--- src/rtl/sd_clk_rate_controller_if.sv ---
// Handshake bundle between the SD clock-rate controller, the init FSM, the
// divide-count generator and the SD clock divider.
interface sd_clk_rate_controller_if;
  logic        cfg_req;
  logic        cfg_mode;
  logic [7:0]  csd_tran_speed;
  logic        cfg_busy;
  logic        cfg_done;
  logic        cfg_err;
  logic [15:0] cur_count;
  logic        sd_clk_en;
  logic [7:0]  gen_tran_speed;
  logic        gen_start;
  logic        gen_ok;
  logic        gen_err;
  logic [15:0] gen_count;
  logic        div_load;

  // Controller side
  modport slave (
    input  cfg_req, cfg_mode, csd_tran_speed, gen_ok, gen_err, gen_count,
    output cfg_busy, cfg_done, cfg_err, cur_count, sd_clk_en,
           gen_tran_speed, gen_start, div_load
  );

  // Surrounding logic: init FSM, count generator and divider
  modport master (
    output cfg_req, cfg_mode, csd_tran_speed, gen_ok, gen_err, gen_count,
    input  cfg_busy, cfg_done, cfg_err, cur_count, sd_clk_en,
           gen_tran_speed, gen_start, div_load
  );
endinterface

--- src/rtl/sd_clk_rate_controller.sv ---
// Sequences an SD clock-rate change: gate clock, run the count generator,
// reload the divider, ungate. Any failure applies a safe identification count.
module sd_clk_rate_controller #(
  parameter logic [7:0]  ID_TRAN_SPEED  = 8'h48,
  parameter logic [15:0] FALLBACK_COUNT = 16'd125,
  parameter int          TIMEOUT_CYCLES = 64,
  parameter int          GATE_CYCLES    = 4
) (
  input  logic                        clk,
  input  logic                        reset,
  sd_clk_rate_controller_if.slave     bus
);

  typedef enum logic [3:0] {
    IDLE, GATE_OFF, CHECK, SETUP, START, WAIT, FAIL, APPLY, GATE_ON, DONE
  } state_t;

  localparam logic [6:0] TIMER_LAST = 7'(TIMEOUT_CYCLES - 1);
  localparam logic [7:0] GATE_LAST  = 8'(GATE_CYCLES - 1);

  state_t      state;
  logic [7:0]  sel_code;
  logic [6:0]  timer;
  logic [7:0]  gate_cnt;
  logic        cfg_busy_q;
  logic        cfg_done_q;
  logic        cfg_err_q;
  logic [15:0] cur_count_q;
  logic        sd_clk_en_q;
  logic [7:0]  gen_tran_speed_q;
  logic        gen_start_q;
  logic        div_load_q;

  // A zero rate-multiplier field or the reserved top bit cannot be divided.
  function automatic logic code_legal(input logic [7:0] code);
    return (code[6:3] != 4'd0) && !code[7];
  endfunction

  function automatic logic [6:0] timer_inc(input logic [6:0] t);
    return (t == 7'h7f) ? t : t + 7'd1;
  endfunction

  // Requested code is captured once at acceptance; later CSD changes are ignored.
  always_ff @(posedge clk) begin
    if (state == IDLE && bus.cfg_req)
      sel_code <= bus.cfg_mode ? bus.csd_tran_speed : ID_TRAN_SPEED;
  end

  always_ff @(posedge clk or negedge reset) begin
    if (!reset) begin
      state            <= IDLE;
      timer            <= 7'd0;
      gate_cnt         <= 8'd0;
      cfg_busy_q       <= 1'b0;
      cfg_done_q       <= 1'b0;
      cfg_err_q        <= 1'b0;
      cur_count_q      <= FALLBACK_COUNT;
      sd_clk_en_q      <= 1'b0;
      gen_tran_speed_q <= ID_TRAN_SPEED;
      gen_start_q      <= 1'b0;
      div_load_q       <= 1'b0;
    end else begin
      gen_start_q <= 1'b0;
      div_load_q  <= 1'b0;
      cfg_done_q  <= 1'b0;
      unique case (state)
        IDLE: begin
          if (bus.cfg_req) begin
            state       <= GATE_OFF;
            cfg_busy_q  <= 1'b1;
            cfg_err_q   <= 1'b0;
            sd_clk_en_q <= 1'b0;
            gate_cnt    <= 8'd0;
          end
        end
        GATE_OFF: begin
          if (gate_cnt == GATE_LAST) state <= CHECK;
          else gate_cnt <= gate_cnt + 8'd1;
        end
        CHECK: begin
          if (code_legal(sel_code)) begin
            gen_tran_speed_q <= sel_code;
            state            <= SETUP;
          end else begin
            state <= FAIL;
          end
        end
        SETUP: state <= START;
        START: begin
          gen_start_q <= 1'b1;
          timer       <= 7'd0;
          state       <= WAIT;
        end
        // gen_err has priority over a coincident gen_ok.
        WAIT: begin
          timer <= timer_inc(timer);
          if (bus.gen_err) begin
            state <= FAIL;
          end else if (bus.gen_ok) begin
            if (bus.gen_count != 16'd0) begin
              cur_count_q <= bus.gen_count;
              state       <= APPLY;
            end else begin
              state <= FAIL;
            end
          end else if (timer == TIMER_LAST) begin
            state <= FAIL;
          end
        end
        FAIL: begin
          cur_count_q <= FALLBACK_COUNT;
          cfg_err_q   <= 1'b1;
          state       <= APPLY;
        end
        APPLY: begin
          div_load_q <= 1'b1;
          gate_cnt   <= 8'd0;
          state      <= GATE_ON;
        end
        // Clock stays gated while the divider settles on the new count.
        GATE_ON: begin
          if (gate_cnt == GATE_LAST) begin
            sd_clk_en_q <= 1'b1;
            state       <= DONE;
          end else begin
            gate_cnt <= gate_cnt + 8'd1;
          end
        end
        DONE: begin
          cfg_done_q <= 1'b1;
          cfg_busy_q <= 1'b0;
          state      <= IDLE;
        end
        default: state <= IDLE;
      endcase
    end
  end

  assign bus.cfg_busy       = cfg_busy_q;
  assign bus.cfg_done       = cfg_done_q;
  assign bus.cfg_err        = cfg_err_q;
  assign bus.cur_count      = cur_count_q;
  assign bus.sd_clk_en      = sd_clk_en_q;
  assign bus.gen_tran_speed = gen_tran_speed_q;
  assign bus.gen_start      = gen_start_q;
  assign bus.div_load       = div_load_q;

endmodule

--- src/flat_wrapper.sv ---
// flat-port wrapper written by rule: the top's interface ports become plain ports
module sd_clk_rate_controller_flat 
#(
  parameter logic [7:0]  ID_TRAN_SPEED  = 8'h48,
  parameter logic [15:0] FALLBACK_COUNT = 16'd125,
  parameter int          TIMEOUT_CYCLES = 64,
  parameter int          GATE_CYCLES    = 4
)
  (clk, reset, bus_cfg_req, bus_cfg_mode, bus_csd_tran_speed, bus_gen_ok, bus_gen_err, bus_gen_count, bus_cfg_busy, bus_cfg_done, bus_cfg_err, bus_cur_count, bus_sd_clk_en, bus_gen_tran_speed, bus_gen_start, bus_div_load);
  sd_clk_rate_controller_if bus_i ();
  input  logic clk;
  input  logic reset;
  input wire logic [$bits(bus_i.cfg_req)-1:0] bus_cfg_req;
  input wire logic [$bits(bus_i.cfg_mode)-1:0] bus_cfg_mode;
  input wire logic [$bits(bus_i.csd_tran_speed)-1:0] bus_csd_tran_speed;
  input wire logic [$bits(bus_i.gen_ok)-1:0] bus_gen_ok;
  input wire logic [$bits(bus_i.gen_err)-1:0] bus_gen_err;
  input wire logic [$bits(bus_i.gen_count)-1:0] bus_gen_count;
  output wire logic [$bits(bus_i.cfg_busy)-1:0] bus_cfg_busy;
  output wire logic [$bits(bus_i.cfg_done)-1:0] bus_cfg_done;
  output wire logic [$bits(bus_i.cfg_err)-1:0] bus_cfg_err;
  output wire logic [$bits(bus_i.cur_count)-1:0] bus_cur_count;
  output wire logic [$bits(bus_i.sd_clk_en)-1:0] bus_sd_clk_en;
  output wire logic [$bits(bus_i.gen_tran_speed)-1:0] bus_gen_tran_speed;
  output wire logic [$bits(bus_i.gen_start)-1:0] bus_gen_start;
  output wire logic [$bits(bus_i.div_load)-1:0] bus_div_load;
  assign bus_i.cfg_req = bus_cfg_req;
  assign bus_i.cfg_mode = bus_cfg_mode;
  assign bus_i.csd_tran_speed = bus_csd_tran_speed;
  assign bus_i.gen_ok = bus_gen_ok;
  assign bus_i.gen_err = bus_gen_err;
  assign bus_i.gen_count = bus_gen_count;
  assign bus_cfg_busy = bus_i.cfg_busy;
  assign bus_cfg_done = bus_i.cfg_done;
  assign bus_cfg_err = bus_i.cfg_err;
  assign bus_cur_count = bus_i.cur_count;
  assign bus_sd_clk_en = bus_i.sd_clk_en;
  assign bus_gen_tran_speed = bus_i.gen_tran_speed;
  assign bus_gen_start = bus_i.gen_start;
  assign bus_div_load = bus_i.div_load;
  sd_clk_rate_controller #(.ID_TRAN_SPEED(ID_TRAN_SPEED), .FALLBACK_COUNT(FALLBACK_COUNT), .TIMEOUT_CYCLES(TIMEOUT_CYCLES), .GATE_CYCLES(GATE_CYCLES)) u_core (.clk(clk), .reset(reset), .bus(bus_i));
endmodule
--- config.mk ---
export PLATFORM = sky130hd
export DESIGN_NAME = sd_clk_rate_controller_flat
export DESIGN_NICKNAME = d
export VERILOG_FILES = /design/src/rtl/sd_clk_rate_controller_if.sv /design/src/rtl/sd_clk_rate_controller.sv /design/src/flat_wrapper.sv
export SDC_FILE = /design/constraint.sdc
export NUM_CORES = 1
export LEC_CHECK = 0
export BUFFER_PORTS_ARGS = -buffer_cell sky130_fd_sc_hd__buf_2
export CAP_MARGIN = 20
export CORE_UTILIZATION = 53
export CTS_CLUSTER_SIZE = 20
export DETAILED_ROUTE_END_ITERATION = 16
export GPL_ROUTABILITY_DRIVEN = 0
export GPL_TIMING_DRIVEN = 1
export PLACE_DENSITY = 0.87
export SLEW_MARGIN = 20
export SYNTH_ARGS = -nofsm -noshare
export SYNTH_HDL_FRONTEND = slang
export SYNTH_SLANG_ARGS = --single-unit
--- constraint.sdc ---
create_clock -name clk -period 2.15 [get_ports clk]
set_input_delay 0 -clock clk [delete_from_list [all_inputs] [get_ports clk]]
set_output_delay 0 -clock clk [all_outputs]
set_load 0.02 [all_outputs]
Word-level counts from Yosys, hierarchy flattened
Cells that the tools add are included.

word-level totals
  output and inout bits = 30
  bits of input ports = 30
  bits in registers = 57

cells by class
  reductions and logical operators = 21
  $add $sub $neg = 2
  multiplexer cells = 27
  equality and inequality tests = 21

operator list
  kind                   number
  $mux W16               3
  $pmux W4 S9            1
  $pmux W16 S2           1
  $mux W4                6
  $pmux W8 S3            1
  $eq A4 B3 Y1 const B   4
  $mux W8                2
  $reduce_bool A16 Y1    1
  $pmux W7 S2            1
  $ne A2 B2 Y1 const B   5
  $reduce_bool A2 Y1     5
  $add A8 B1 Y8 const B  1
  $eq A4 B2 Y1 const B   2
  $eq A4 B4 Y1 const B   2
  $eq A8 B2 Y1 const B   1
  $reduce_and A2 Y1      4
  $reduce_and A4 Y1      2
  $add A7 B1 Y7 const B  1
  $eq A7 B6 Y1 const B   1
  $eq A7 B7 Y1 const B   1
  $mux W1                7
  $mux W7                1
  $ne A2 B1 Y1 const B   3
  $pmux W1 S2            3
  10 further kinds       12

Depth between registers and ports, before layout
Gate-level depths: netlist (run 1).

  depth after elaboration = 5
  mapped depth = 6

Worst setup path after synthesis (run 1)
No wires, ideal clock.

  kind = reg2reg
  from = reg u_core.state[1]
  to = reg u_core.gate_cnt[5]
  cell stages (with the launch flop) = 6
  required time = 2.072 ns
  arrival = 1.735 ns
  slack = 0.337 ns
  clock period less this slack = 1.813 ns
  cells stage by stage = dfrtp_1 or2_1 clkbuf_1 a211o_1 or4_1 a21oi_1

between the ends
  cells in the longest elaborated chain, start to end = 4
  elaborated cells between the ends (all ways) = 10

ends and longest elaborated chain
  what                                                                        RTL line                       RTL
  from (decl)                                                                 sd_clk_rate_controller.sv:21   state_t state;
  from (signal assigned)                                                      sd_clk_rate_controller.sv:51   state <= IDLE;
  from (signal assigned)                                                      sd_clk_rate_controller.sv:69   state <= GATE_OFF;
  from (signal assigned)                                                      sd_clk_rate_controller.sv:77   if (gate_cnt == GATE_LAST) state <= CHECK;
  $eq A4 B1 Y1 / $eq A4 B4 Y1 (equally long branches)                         sd_clk_rate_controller.sv:66   unique case (state)
  $reduce_or A2 Y1 (no source line)                                           -
  $ne A2 B2 Y1 (no source line) / $reduce_bool A3 Y1 (equally long branches)  -
  $reduce_and A3 Y1 (no source line)                                          -
  to (signal assigned)                                                        sd_clk_rate_controller.sv:78   else gate_cnt <= gate_cnt + 8'd1;
  to (signal assigned)                                                        sd_clk_rate_controller.sv:126  gate_cnt <= gate_cnt + 8'd1;
  to (decl)                                                                   sd_clk_rate_controller.sv:24   logic [7:0] gate_cnt;

Several ways; a longest one is shown, not always the timed one.
A chain may end at the register's enable or synchronous reset.

Worst setup path in the final report (run 1)
  from = reg u_core.state[0]
  to = reg u_core.gate_cnt[5]

Same word-level chain as after synthesis.

==> results.txt, run 1 <==
The count of input and output buffers is 59. The detailed-routing iteration count for the pre-antenna-repair pass is 4. The count of standard-cell rows came out at 25.

The max-capacitance violation count came out at 0. The net count of the finished layout is around 370. The number of enable flip-flop cells after synthesis came out at 8. The effective utilization at floorplan came out at 55.3%.

After clock tree synthesis, the clock-pin slew on the worst setup and hold paths is about 60 ps. The number of global-route vias before repair is 2237. The flow ran to the end, and the final reports show no timing, DRC or antenna violations. The instance count along the most critical hold path is 4. The detailed-route vias per instance came out at between 5 and 6. The worst register-to-register path has a setup slack of 150 ps. The biggest fanout along the worst timing path is 15.

The count of cell types in the netlist is 39. The DRC violations left is 0. The half-perimeter wire length after detailed placement is 3.72 mm.

The worst setup path is launched from a register. The all-layer global routing usage is 25.4%. The slowest stage of the critical path belongs to the cell dfrtp_1.

The proportion of synthesized flip-flops having asynchronous set or reset came out at 86.0%. The required time at the endpoint of the critical path is 2400 ps. In this run the clock root is driven by a clkbuf_8.

The maximum count of clock buffers along a single path came out at 2. After synthesis the cells add up to between 2000 and 3000 µm². The overall routed net length came out at 6.11 mm. The number of buffers inserted during clock tree synthesis came out at 9. For the pin with the worst max-slew slack, the measured transition is 638 ps. Timing analysis after detailed placement gives a worst setup slack of around 190 ps.

The cell count after synthesis is 238. The vertical die dimension is around 72 µm. The post-route clock period utilization came out at 92.8%. The library cell used most frequently in the layout, excluding fill and tap cells, is buf_2. The post-detailed-route wirelength per cell is about 15 µm.

The clock drives 57 sinks. The clock period could shrink to 2000 ps. The worst slew margin relative to its limit came out at between 50% and 60%. The core region is around 4700 µm². The setup fix buffers added after clock tree synthesis came out at 0. The Yosys warning count is 0. In the layout the commonest cells are buf_2 (59), dfrtp_1 (41), dlygate4sd3_1 (27). The worst hold-check path type is in -> reg. In this run the power density over the cells is 1200 nW/µm². The first-pass GRT wire length is 9.96 mm. For the worst setup path, the data arrival time is 2250 ps.

The die is 72.2 µm wide. The initial antenna violation count came out at 0. The signal on the critical path passes through xnor2_1 > a211o_1 > or4_1 > a21oi_1. The number of max-slew violations in the final report came to 0. The total nets after synthesis is 270.

The post-route clock skew came out at 6.36 ps. The number of design-rule violations left by the first detailed-router iteration came out at 140. The routed layout has 2178 vias. At the later pin of the worst-skew pair, clock insertion delay measures 330 ps. After synthesis, the mean cell area works out to 11.0 µm². Among all flip-flop cells after synthesis, the most frequent one is dfrtp_1. The repair_antennas step left the layout with diodes totalling 0. Setup repair after global routing left no endpoint under its margin. The total global routing overflow came out at 0. The achievable frequency came out at 501 MHz. Together, buffers and inverters on the worst path number 0. The critical path is of the reg -> reg type. The number of hold violations in the final report is 0. The number of H-tree branching levels is 3. Across all setup checks in the final design, the least slack found is ~150 ps. The fraction of layout cells with a size suffix above 1 is 29.9%. The detail route stage leaves a number of antenna-violating nets equal to 0. In this run the static leakage power is about 1.6 nW. The maximum resistive drop on vdd came out at 693 µV. The sum of negative setup slack came out at 0 ps. The post-synthesis to final-layout area growth came out at 32.4%. The peak per-stage delay on the critical path is 630 ps.

In this design, the largest share of critical-path delay is due to flip-flops. TritonCTS built the clock tree. The post-synthesis sequential element count came out at 57. The cell count of the worst reg-to-reg path is 4.

The number of failing setup endpoints in the final timing report is 0. The worst setup path is captured at a register. The sequential share of the synthesized area is 56.5%. The floorplan die area is 5220 µm². For this design the top-level I/O count stands at 60.

The number of cells on the critical path came out at 4. The maximum number of pins on one net before global-route repair came out at 50.
Yosys cell counts, drive strengths merged, types with 3 or more instances:
library cell | instances | share of area [%]
nand4 | 3 | 0.72
edfxtp | 8 | 9.2
dfstp | 8 | 8.0
nand2 | 19 | 2.7
nand3 | 12 | 2.3
clkbuf | 6 | 0.86
mux2 | 14 | 6.0
a21oi | 13 | 2.5
o21ai | 8 | 1.5
nor3 | 6 | 1.1
inv | 13 | 1.9
and3 | 3 | 0.72
nor2 | 13 | 1.9
nand2b | 9 | 2.2
or3 | 5 | 1.2
nor4 | 7 | 1.7
dfrtp | 41 | 39
xnor2 | 4 | 1.3
and2 | 8 | 1.9
mux2i | 12 | 4.6
cell type report:
cell class              instances  area [µm²]
flip-flops and latches         57        1480
fillers                       316        1260
multi-input cells             161        1060
repair buffers                 91         603
clock buffers                  10         128
well taps                      67        83.8
clock inverters                 6        58.8
inverters                      13        48.8
sequential cells by signal (all words and copies together), names as in the netlist:
name / count
u_core.state: 4
u_core.bus.gen_tran_speed: 8
u_core.sel_code: 8
u_core.bus.cfg_done: 1
u_core.bus.gen_start: 1
u_core.gate_cnt: 8
u_core.timer: 7
u_core.bus.cfg_busy: 1
u_core.bus.cur_count: 16
u_core.bus.div_load: 1
u_core.bus.cfg_err: 1
u_core.bus.sd_clk_en: 1
worst min-delay path, stage by stage:
cell	delay, ps
buf_2	120
nand2_1	70
a21oi_1	60
nor2_1	80
through the flow:
step / total power [W] / hold slack (ps) / utilization (%) / cells / area, µm²
6_report: 0.00414 / 50.0 / 73.2 / 405 / 3460
5_1_grt: 0.00439 / 48.1 / 73.2 / 405 / 3460
4_1_cts: 0.00413 / 32.0 / 73.2 / 405 / 3460
3_5_place_dp: 0.00314 / 136 / 63.6 / 362 / 3000
3_3_place_gp: 0.00308 / 129 / 63.6 / 362 / 3000
2_1_floorplan: 0.00268 / -296 / - / 238 / 2610
power breakdown:
part / switching (W) / internal, W / total, W / leakage [nW]
clock: 0.000423 / 0.000527 / 0.000949 / 0.0897
sequential: 0.000209 / 0.00143 / 0.00164 / 0.695
combinational: 0.000911 / 0.000639 / 0.00155 / 0.864
kinds of logic after synthesis:
kind of cell	synth area share [%]
simple gates	19.8
flops	56.5
fa+ha+maj	0.957
buf+inv	2.92
compound gates	7.85
xor+xnor	1.34
mux	10.6
worst paths after layout:
path,startpoint,to
worst max-delay path,u_core.state[0],u_core.gate_cnt[5]
worst min-delay path,bus_cfg_req,u_core.bus.sd_clk_en
worst max register to register,u_core.state[0],u_core.gate_cnt[5]
worst min register to register,u_core.bus.gen_tran_speed[7],u_core.bus.gen_tran_speed[7]
max in group asynchronous,reset,u_core.bus.gen_tran_speed[5]
min in group asynchronous,reset,u_core.bus.cur_count[10]
metal layers:
layer	part of all wire, %	GRT usage (%)	vias to the layer above
li1	-	-	1037
met2	53	44.7	77
met4	1.2	12.9	0
met5	0	0	-
met1	40	29.7	1056
met3	6.0	4.86	8
what timing repair did:
item	in CTS	in global routing
hold buffers	27	0
endpoints found under the hold margin	65	0
gates resized for setup	0	0
No activity file was read; power rests on OpenSTA's default activity.
==> run 2: changes to the inputs <==
--- a/config.mk
+++ b/config.mk
@@ -13,6 +13,7 @@
 export GPL_ROUTABILITY_DRIVEN = 0
 export GPL_TIMING_DRIVEN = 1
 export PLACE_DENSITY = 0.87
+export RECOVER_POWER = 50
 export SLEW_MARGIN = 20
 export SYNTH_ARGS = -nofsm -noshare
 export SYNTH_HDL_FRONTEND = slang
==> results.txt, run 2 (synthesis results as in run 1) <==
The run finished with clean final reports. The area occupied by multi-input gates is 1060 µm² (unchanged). The clock slew at the register clock pins of the worst setup and hold paths came out at 60 ps (about the same).

The fill cell total of the finished layout came out at 325 (+2.8%). The required time at the endpoint of the critical path is 2400 ps (about the same). The worst slew margin relative to its limit is 20.8% (-37 points). The biggest fanout along the worst timing path came out at 15 (unchanged). The number of max-slew violations in the final report came out at 0 (unchanged). The register area came out at 1480 µm² (unchanged). The overall routed net length was 6.13 mm (+0.34%). The switching share of total power came out at 37.7% (+0.42 points). The power density over cell area was 1200 nW/µm² (+0.16%). The maximum count of clock buffers along a single path is 2 (unchanged). The most frequent standard cell in the layout excluding fill and tap cells is buf_2. The number of failing setup endpoints in the final timing report is 0 (unchanged). The clock share of power came out at 23.2% (+0.3 points). The minimum hold slack is 47.2 ps (-2.77 ps).

The end-of-flow core utilization is 72.7% (-0.50 points). The worst-skew pair later-pin latency came to 330 ps (about the same). The all-layer global routing usage is 25.4% (unchanged). The sequential cell fraction of total power is 39.9% (+0.3 points). The internal power consumption is 0.00256 W (-1.2%). The post-route clock skew came out at 6.97 ps (+0.612 ps). The standard cell core area came out at 4720 µm² (unchanged). The flip-flop count of the largest register after layout came out at 16 (unchanged). The first-pass GRT wire length came out at 9.96 mm (unchanged). The switching component of the power is 0.00155 W (+0.59%). The net count of the finished layout came out at 365 (unchanged). The worst setup path is of the reg -> reg kind.

The half-perimeter wire length after detailed placement came out at 3.72 mm (unchanged). The effective utilization at floorplan came out at 55.3% (unchanged). TritonCTS built the clock tree. The initial antenna violation count is 0 (unchanged). The total inserted antenna cells is 0 (unchanged). The post-detailed-route wirelength per cell came out at 15.1 µm (+0.34%). The count of input and output buffers is 59 (unchanged). The worst hold-check path type is in -> reg. The number of buffers inserted during clock tree synthesis is 9 (unchanged). The detailed-routing iteration count for the pre-antenna-repair pass was 4 (unchanged). The detailed-route vias per instance is 5.41 (+0.55%). Setup repair after global routing left no endpoint under its margin. The floorplan die area came out at 5220 µm² (unchanged).

The max-capacitance violation count came out at 0 (unchanged). The setup fix buffers added after clock tree synthesis is 0 (unchanged). The number of sinks driven by the clock tree came out at 57 (unchanged).

The achievable frequency is 502 MHz (+0.19%). The total via count after detailed routing is 2190 (+0.55%). The vertical die dimension is 72.2 µm (unchanged).

The fraction of layout cells with a size suffix above 1 is 24.9% (-5.0 points). The signal arrival time at the worst endpoint is 2250 ps (about the same). The shortest clock period the worst path allows after layout came to 1990 ps (-3.71 ps). The number of global-route vias before repair came out at 2237 (unchanged). The number of H-tree branching levels came out at 3 (unchanged). The part of the power in combinational logic came out at 36.9% (-0.5 points).

The number of hold violations in the final report came out at 0 (unchanged). The post-synthesis to final-layout area growth is 31.5%. The sum of negative setup slack came to 0 ps (unchanged). STA classifies the critical path endpoint as a register.

In the layout the commonest cells are buf_2 (42), dfrtp_1 (41), dlygate4sd3_1 (27). The DRC violations left came out at 0 (unchanged). The final antenna-violating net count came out at 0 (unchanged). The total global routing overflow came to 0 (unchanged). STA classifies the critical path startpoint as a register. The die boundary width was 72.2 µm (unchanged).

The actual transition at the worst max-transition pin was 1190 ps (+551 ps). The maximum resistive drop on vdd is 680 µV (-1.9%). The count of standard-cell rows is 25 (unchanged). The top-level I/O count came out at 60 (unchanged). The post-route clock period utilization came out at 92.6% (-0.17 points).

The cell at the root of the clock tree is clkbuf_8. The number of design-rule violations left by the first detailed-router iteration came out at 148 (+5.7%). The maximum number of pins on one net before global-route repair came to 50 (unchanged). The static power due to leakage came out at 1.59 nW (-3.8%).
-- run 2: cell type report --
type / count / share of cell area [%]
inverters: 13 / 1.42
clock buffers: 10 / 3.71
clock inverters: 6 / 1.71
well taps: 67 / 2.44
flip-flops and latches: 57 / 43.0
repair buffers: 91 / 16.9
multi-input cells: 161 / 30.9
-- run 2: worst max-delay path, stage by stage (launching register included) --
cell and delay (ps):
dfrtp_1 620, xnor2_1 240, a211o_1 380, or4_1 530, a21oi_1 140
-- run 2: per-stage QoR --
stage	total power, W	worst slack, ps	cell area (µm²)	std cells
after global placement	0.00308	265	3000	362
after floorplan	0.00268	337	2610	238
after detailed placement	0.00314	190	3000	362
after global routing	0.00436	22.1	3440	405
final	0.00412	158	3440	405
after CTS	0.00413	172	3460	405
-- run 2: path summary, 6_finish.rpt --
path | startpoint | endpoint | slack (ps) | cells after the start
hold reg to reg | u_core.sel_code[2] | u_core.bus.gen_tran_speed[2] | 490 | 1
max in group asynchronous | reset | u_core.bus.div_load | 890 | 3
setup reg to reg | u_core.state[0] | u_core.gate_cnt[5] | 160 | 4
min in group asynchronous | reset | u_core.bus.cur_count[10] | 530 | 3
setup / recovery | u_core.state[0] | u_core.gate_cnt[5] | 160 | 4
hold / removal | bus_cfg_req | u_core.bus.sd_clk_en | 50 | 4
-- run 2: per-layer routing --
layer / vias up / GRT usage (%) / wire (µm)
met5: - / 0 / 0
met4: 0 / 12.9 / 96
met3: 10 / 4.86 / 350
met2: 77 / 44.7 / 3200
met1: 1063 / 29.7 / 2480
li1: 1040 / - / -
-- run 2: timing repair --
action                                 CTS  global route
hold buffers                            27             0
endpoints found under the hold margin   65             0
resized for setup                        0             0
-- run 2: power by group through the flow --
stage	clock [W]	sequential, W	combinational [W]
final	0.000954	0.00164	0.00152
after global routing	0.00101	0.00168	0.00167
after CTS	0.000962	0.00163	0.00154
after detailed placement	0	0.00165	0.00149
after global placement	0	0.00163	0.00144
after floorplan	0	0.00183	0.000855
